--- config.mk ---
export PLATFORM = sky130hd
export DESIGN_NAME = intra4_dc_sched
export DESIGN_NICKNAME = d
export VERILOG_FILES = /design/src/rtl/intra4_dc_sched_pkg.sv /design/src/rtl/intra4_dc_sched_dc4_avg.sv /design/src/rtl/intra4_dc_sched.sv
export SDC_FILE = /design/constraint.sdc
export NUM_CORES = 1
export LEC_CHECK = 0
export CAP_MARGIN = 20
export CORE_UTILIZATION = 40
export DETAILED_ROUTE_END_ITERATION = 10
export PLACE_DENSITY = 0.74
export SKIP_LAST_GASP = 1
export SYNTH_ARGS = -nofsm -noshare
export SYNTH_HDL_FRONTEND = slang
export SYNTH_SLANG_ARGS = --single-unit
export TNS_END_PERCENT = 1
--- constraint.sdc ---
create_clock -name clk -period 56.1 [get_ports clk]
set_input_delay 14.025 -clock clk [delete_from_list [all_inputs] [get_ports clk]]
set_output_delay 14.025 -clock clk [all_outputs]
set_load 0.03 [all_outputs]
--- src/rtl/intra4_dc_sched_pkg.sv ---
// Shared definitions for the 4x4 DC intra prediction sequencer.
package intra4_dc_sched_pkg;

    // Controller states, one per phase of a sub-block.
    typedef enum logic [2:0] {
        IDLE = 3'd0,
        LOAD = 3'd1,
        CALC = 3'd2,
        OUT  = 3'd3,
        WAIT = 3'd4,
        DONE = 3'd5
    } state_t;

    // DC used when neither neighbour exists (mid-grey for 8-bit pixels).
    localparam int DC_MID = 128;

    // Sub-block index width: 16 sub-blocks per macroblock.
    localparam int IDX_W = 4;

endpackage

--- src/rtl/intra4_dc_sched_dc4_avg.sv ---
// Combinational rounded DC average of the top and left neighbours of one
// 4x4 sub-block. Missing neighbours are excluded from the average; with no
// neighbours at all the mid-grey value is produced.
module dc4_avg
    import intra4_dc_sched_pkg::*;
#(
    parameter int BIT_WIDTH  = 8,
    parameter int BLOCK_SIZE = 4
) (
    input  logic [BLOCK_SIZE*BIT_WIDTH-1:0] top,
    input  logic [BLOCK_SIZE*BIT_WIDTH-1:0] left,
    input  logic                            use_top,
    input  logic                            use_left,
    output logic [BIT_WIDTH-1:0]            dc
);

    // Room for 2*BLOCK_SIZE terms plus the rounding offset without overflow.
    localparam int SUM_W  = BIT_WIDTH + $clog2(2 * BLOCK_SIZE);
    localparam int SH_ONE = $clog2(BLOCK_SIZE);
    localparam int SH_TWO = $clog2(2 * BLOCK_SIZE);
    localparam logic [BIT_WIDTH-1:0] MID =
        (BIT_WIDTH == 8) ? BIT_WIDTH'(DC_MID) : (BIT_WIDTH'(1) << (BIT_WIDTH - 1));

    // Round-half-up right shift of an unsigned sum.
    function automatic logic [BIT_WIDTH-1:0] round_shr(input logic [SUM_W-1:0] s,
                                                       input int sh);
        logic [SUM_W-1:0] r;
        r = s + (SUM_W'(1) << (sh - 1));
        return BIT_WIDTH'(r >> sh);
    endfunction

    logic [SUM_W-1:0] sum_t;
    logic [SUM_W-1:0] sum_l;

    // Accumulate each neighbour edge separately.
    always_comb begin
        sum_t = '0;
        sum_l = '0;
        for (int i = 0; i < BLOCK_SIZE; i++) begin
            sum_t = sum_t + SUM_W'(top[i*BIT_WIDTH +: BIT_WIDTH]);
            sum_l = sum_l + SUM_W'(left[i*BIT_WIDTH +: BIT_WIDTH]);
        end
    end

    // Pick the average that matches which neighbours exist.
    always_comb begin
        dc = MID;
        if (use_top && use_left) begin
            dc = round_shr(sum_t + sum_l, SH_TWO);
        end else if (use_top) begin
            dc = round_shr(sum_t, SH_ONE);
        end else if (use_left) begin
            dc = round_shr(sum_l, SH_ONE);
        end
    end

endmodule

--- src/rtl/intra4_dc_sched.sv ---
// Sequences 4x4 DC intra prediction over one 16x16 luma macroblock: walks
// sub-blocks in raster order, gathers neighbours from the MB border or from
// previously reconstructed sub-blocks, emits the predicted block over a
// valid/ready handshake, and waits for the reconstruction before advancing.
module intra4_dc_sched
    import intra4_dc_sched_pkg::*;
#(
    parameter int BIT_WIDTH  = 8,
    parameter int BLOCK_SIZE = 4,
    parameter int MB_SIZE    = 16
) (
    input  logic                          clk,
    input  logic                          rst,
    input  logic                          start,
    input  logic                          top_avail,
    input  logic                          left_avail,
    input  logic [BIT_WIDTH*MB_SIZE-1:0]  mb_top,
    input  logic [BIT_WIDTH*MB_SIZE-1:0]  mb_left,
    output logic                          pred_valid,
    input  logic                          pred_ready,
    output logic [IDX_W-1:0]              pred_idx,
    output logic [BIT_WIDTH-1:0]          pred_dc,
    output logic [BIT_WIDTH*16-1:0]       pred_dst,
    input  logic                          recon_valid,
    input  logic [BIT_WIDTH*16-1:0]       recon_blk,
    output logic                          busy,
    output logic                          done
);

    // One sub-block edge worth of pixels.
    localparam int SEG  = BLOCK_SIZE * BIT_WIDTH;
    localparam int LINE = MB_SIZE * BIT_WIDTH;

    state_t               state;
    logic [IDX_W-1:0]     idx;
    logic [1:0]           row;
    logic [1:0]           col;
    logic                 top_avail_l;
    logic                 left_avail_l;
    logic [LINE-1:0]      mb_top_l;
    logic [LINE-1:0]      mb_left_l;
    logic [LINE-1:0]      top_line;
    logic [SEG-1:0]       left_col;
    logic [SEG-1:0]       nb_top;
    logic [SEG-1:0]       nb_left;
    logic                 use_top;
    logic                 use_left;
    logic [SEG-1:0]       sel_top;
    logic [SEG-1:0]       sel_left;
    logic [SEG-1:0]       recon_bottom;
    logic [SEG-1:0]       recon_right;
    logic [BIT_WIDTH-1:0] dc_val;

    assign row = idx[3:2];
    assign col = idx[1:0];

    // Neighbour source: MB border on the first row/column, reconstruction otherwise.
    always_comb begin
        sel_top  = (row != 2'd0) ? top_line[int'(col)*SEG +: SEG]
                                 : mb_top_l[int'(col)*SEG +: SEG];
        sel_left = (col != 2'd0) ? left_col
                                 : mb_left_l[int'(row)*SEG +: SEG];
    end

    // Bottom row and right column of the reconstructed block feed later neighbours.
    always_comb begin
        recon_bottom = recon_blk[(BLOCK_SIZE-1)*SEG +: SEG];
        recon_right  = '0;
        for (int k = 0; k < BLOCK_SIZE; k++) begin
            recon_right[k*BIT_WIDTH +: BIT_WIDTH] =
                recon_blk[(k*BLOCK_SIZE + BLOCK_SIZE - 1)*BIT_WIDTH +: BIT_WIDTH];
        end
    end

    dc4_avg #(
        .BIT_WIDTH (BIT_WIDTH),
        .BLOCK_SIZE(BLOCK_SIZE)
    ) u_dc4_avg (
        .top     (nb_top),
        .left    (nb_left),
        .use_top (use_top),
        .use_left(use_left),
        .dc      (dc_val)
    );

    // Controller: sequencing, neighbour storage and both handshakes.
    always_ff @(posedge clk or posedge rst) begin
        if (rst) begin
            state        <= IDLE;
            idx          <= '0;
            top_avail_l  <= 1'b0;
            left_avail_l <= 1'b0;
            mb_top_l     <= '0;
            mb_left_l    <= '0;
            top_line     <= '0;
            left_col     <= '0;
            nb_top       <= '0;
            nb_left      <= '0;
            use_top      <= 1'b0;
            use_left     <= 1'b0;
            pred_valid   <= 1'b0;
            pred_idx     <= '0;
            pred_dc      <= '0;
            pred_dst     <= '0;
            busy         <= 1'b0;
            done         <= 1'b0;
        end else begin
            case (state)
                IDLE: begin
                    if (start) begin
                        top_avail_l  <= top_avail;
                        left_avail_l <= left_avail;
                        mb_top_l     <= mb_top;
                        mb_left_l    <= mb_left;
                        top_line     <= '0;
                        left_col     <= '0;
                        idx          <= '0;
                        busy         <= 1'b1;
                        state        <= LOAD;
                    end
                end
                LOAD: begin
                    nb_top   <= sel_top;
                    nb_left  <= sel_left;
                    use_top  <= (row != 2'd0) || top_avail_l;
                    use_left <= (col != 2'd0) || left_avail_l;
                    state    <= CALC;
                end
                CALC: begin
                    pred_dc    <= dc_val;
                    pred_dst   <= {16{dc_val}};
                    pred_idx   <= idx;
                    pred_valid <= 1'b1;
                    state      <= OUT;
                end
                OUT: begin
                    // Outputs stay frozen until the consumer takes them.
                    if (pred_ready) begin
                        pred_valid <= 1'b0;
                        state      <= WAIT;
                    end
                end
                WAIT: begin
                    if (recon_valid) begin
                        top_line[int'(col)*SEG +: SEG] <= recon_bottom;
                        left_col                       <= recon_right;
                        if (idx == 4'd15) begin
                            done  <= 1'b1;
                            state <= DONE;
                        end else begin
                            idx   <= idx + 1'b1;
                            state <= LOAD;
                        end
                    end
                end
                DONE: begin
                    done  <= 1'b0;
                    busy  <= 1'b0;
                    state <= IDLE;
                end
                default: state <= IDLE;
            endcase
        end
    end

endmodule
# Yosys cells after proc, flatten, opt, wreduce, memory -nomap -nowiden
# Index checks and enable logic that the tools add are counted.
[op_classes]
add_sub_neg = 12
n_reduce_logical = 17
div = 0
mux = 28
order_cmp = 0
n_shift = 5
bitwise_logic = 0
multipliers = 0
n_eq_ne = 11
[ops]
columns = ["operator", "count"]
rows = [
  ["$shiftx 128x8->32", 3],
  ["$mux 128", 2],
  ["$pmux 128 s2", 1],
  ["$bwmux 128", 1],
  ["$mux 32", 4],
  ["$shift 32x33->128 const A", 1],
  ["$shiftx 32x33->128", 1],
  ["$pmux 32 s2", 1],
  ["$add 11x8->11", 4],
  ["$neg 7->33", 1],
  ["$mux 8", 3],
  ["$add 10x2->10 const B", 2],
  ["$add 8x8->9", 2],
  ["$pmux 3 s5", 1],
  ["$mux 3", 4],
  ["$mux 4", 3],
  ["$reduce_bool 2->1", 6],
  ["$add 11x11->11", 1],
  ["$add 11x3->11 const B", 1],
  ["$ne 2x2->1 const B", 5],
  ["$reduce_and 3->1", 3],
  ["$pmux 4 s2", 1],
  ["$eq 3x2->1 const B", 2],
  ["$eq 3x3->1 const B", 2],
  ["other kinds (10)", 18],
]
[totals]
ramBits = 0
input_bits = 391
reg_bits = 634
latch_bits = 0
memories = 0
romBits = 0

# Depth between registers and ports, before layout
[logic_depth]
word_depth = 7
ltp_mapped = 26
ltp_nobuf = 25

# Cells and area by module
# A second synthesis with hierarchy kept.
[hier_totals]
cells_unflattened = 2102
hier_area_um2 = 25301.8
[by_module_without_submodules]
columns = ["module", "area_each_um2", "cells_per_inst", "n_inst"]
rows = [
  ["intra4_dc_sched", 22781.8, 1786, 1],
  ["dc4_avg", 2519.9, 316, 1],
]

# Worst setup path before layout
# Ideal clock, no wire load.
[synth_timing]
path_kind = "input to register"
startpoint = "in start"
endpoint = "reg mb_left_l[10]"
required_time_ps = 55975
setup_time_ps = 125
n_path_buf = 3
arrival_time_ps = 15287
slack_ps = 40688
cell_stages = 5
cell_sequence = "and3_1 -> clkbuf_1 -> clkbuf_1 -> buf_2 -> mux2_2"
[synth_between]
elab_chain_len = 1
[synth_lines]
columns = ["element", "line", "rtl"]
rows = [
  ["start: declaration", "intra4_dc_sched.sv:14", "input logic start,"],
  ["$reduce_and 2->1 (no line)", "--", ""],
  ["end signal: assignment", "intra4_dc_sched.sv:114", "mb_left_l <= mb_left;"],
  ["end: declaration", "intra4_dc_sched.sv:41", "logic [LINE-1:0] mb_left_l;"],
]
# Every way passes these cells.
# A chain may end at the register's enable or synchronous reset.

==> results.toml <==
[synthesis]
synth_ff_type = "dfrtp_1"
syn_area_per_cell_um2 = 12.50
yosys_warnings = 0
synth-seq-area-share_pct = 50.31
synthesis.nets = 2478
synth_cells = 2013
async_reset_ff_share_pct = 100.0
synth_edf_count = 0
synth-seq-cells = 506
syn_area_um2 = 25170
synth_cell_types = 74

[timing]
rsz0062_at_grt = "false"
maxSlewViolCount = 0
fin_crit_sh_pct = 30.76
slew_headroom_pct = 29.12
fmax_mhz = 57.94
tns_ps = 0
holdWs_ps = 464.3
worst_pin_slew_ps = 1061
period_needed_ps = 17260
setup_viol = 0
hold_viol = 0
skew_ps = 20.67

[placement]
place_congestion = 0.8653
place_area_um2 = 29650
hpwl_um = 47150
portBuffers = 461

[setup_path]
startpoint = "rst"
critical_path_class = "in2async"
crit_chain = "clkdlybuf4s50_1 -> inv_8 -> buf_4 -> buf_4 -> buf_4"
crit_arrival_ps = 17870
r2r_start = "nb_top[0]$_DFFE_PP0P_"
cp-end-kind = "async pin"
startpoint_type = "input pin"
cpMaxStageDelayCell = "buf_4"
max_stage_delay_ps = 870
cp_common_cell = "buf_4"
worst_ep_required_time_ps = 56710
critPathMaxFanout = 129

[final_layout]
drive_gt1_share_pct = 21.20
final.fill_count = 5222
synthToLayoutAreaGrowth_pct = 25.32
register_area_um2 = 12670
final_core_utilization_pct = 50.92
mostFrequentLayoutCell = "dfrtp_1"
finalInstanceArea_um2 = 31540
multiInputGateArea_um2 = 10700
final_cell_mix = "503 x dfrtp_1, 461 x clkdlybuf4s50_1, 257 x mux2_2"
fin_nets = 2775

[clock_tree]
cts.sinks = 506
cts_buffer_depth = 3
numCtsBuffers = 54
cts_resized = 0
tritoncts = "yes"
post_cts_buffers = 0
cts_max_level = 2
cts.clk_slew.worst_paths_ps = 60
cts-root-buf = "clkbuf_16"
clk_latency_ps = 610
hold_buffers = 0

[floorplanning]
die_h_um = 252.8
start_util_pct = 40.63
dieWidth_um = 252.8
die_area_um2 = 63930
design.core.area_um2 = 61940
io-pin-count = 534
num_rows = 91

[route]
drcViolationCount = 0
wl_met3_um = 4079
top_layer_used = "met5"
drt-met1-wl_um = 28260
wire_per_inst_um = 21.48
via_per_inst = 5.415
first_iter_violations = 1023
via_count = 17297
dr.pass1.iters = 4
ant_nets = 0
met2WireLength_um = 34170
routed_wl_um = 68620

[global_route]
grt_pass1_wl_um = 106300
grt_use_total_pct = 21.54
grt_start_max_net_pins = 130
antenna_found_initial = 14
grt_overflow = 0
grt_pass1_vias = 18266

[status]
status = "completed"

[run]
cap_violations = 0

[hold_path]
hold_path_class = "reg2reg"
min-delay-start = "left_col[0]$_DFFE_PP0P_"
-- registers in the layout, indices dropped and copies added (netlist names) --
signal / flops
left_col: 32
pred_dst: 1
use_top: 1
done: 1
mb_left_l: 128
nb_left: 32
left_avail_l: 1
idx: 4
top_avail_l: 1
pred_idx: 4
pred_valid: 1
nb_top: 32
use_left: 1
state: 3
mb_top_l: 128
top_line: 128
pred_dc: 7
busy: 1
-- layer usage --
metal / global-route usage, % / vias up
li1: - / 7680
met1: 27.67 / 8820
met2: 36.41 / 644
met3: 4.030 / 141
met4: 7.463 / 12
met5: 0 / -
-- final cells by class --
cell class                      instances  area share (%)
Clock buffer                           76           4.994
Multi-Input combinational cell       1153           33.91
Antenna cell                            8         0.06347
Tap cell                              837           3.320
Timing Repair Buffer                  489           15.49
Sequential cell                       506           40.16
Clock inverter                         19          0.7735
Inverter                              106           1.285
-- synthesized netlist by cell type, types with 37 or more instances --
library cell    n  share of area (%)
nor2_1         99                1.5
a21oi_1        62                1.2
a31oi_1        37               0.92
mux2_2        257                 11
nand2_1       153                2.3
nand3_1        40               0.80
clkbuf_1       63               0.94
dfrtp_1       506                 50
buf_4         128                3.8
ha_1           54                2.7
mux4_2         96                8.6
buf_2          47               0.93
a22o_1        128                4.5
inv_1         104                1.6
-- worst max-delay path: cells and delay by family --
family / cells / cell delay (ps)
buf+inv: 5 / 3600
-- per-stage QoR --
step,std cells,worst slack [ps]
5_1_grt,3193,38250
2_1_floorplan,2013,27950
6_report,3194,38840
3_3_place_gp,3088,38210
4_1_cts,3184,38690
3_5_place_dp,3089,38060
-- worst paths after layout --
kind / cells after the start / slack, ps / end
worst max-delay path: 5 / 38840 / top_line[39]$_DFFE_PP0P_
worst min-delay path: 2 / 460 / left_col[0]$_DFFE_PP0P_
worst max register to register: 24 / 50410 / pred_dst[119]$_DFFE_PP0P_
worst min register to register: 2 / 460 / left_col[0]$_DFFE_PP0P_
max in group clk: 8 / 39670 / top_line[114]$_DFFE_PP0P_
min in group asynchronous: 2 / 13980 / mb_top_l[118]$_DFFE_PP0P_
-- cell families after synthesis --
family / after synthesis / synth area share [%]
xor gates and xnor gates: 35 / 1.218
buffers and inverters: 354 / 7.457
muxes: 390 / 21.57
DFF: 506 / 50.31
and+or+nand+nor: 342 / 5.941
AOI/OAI and AO/OA: 312 / 9.232
adders and majority gates: 74 / 4.275
Power is not shown: default switching activity piles up to over one toggle a cycle in this logic, so the estimate is an artifact.
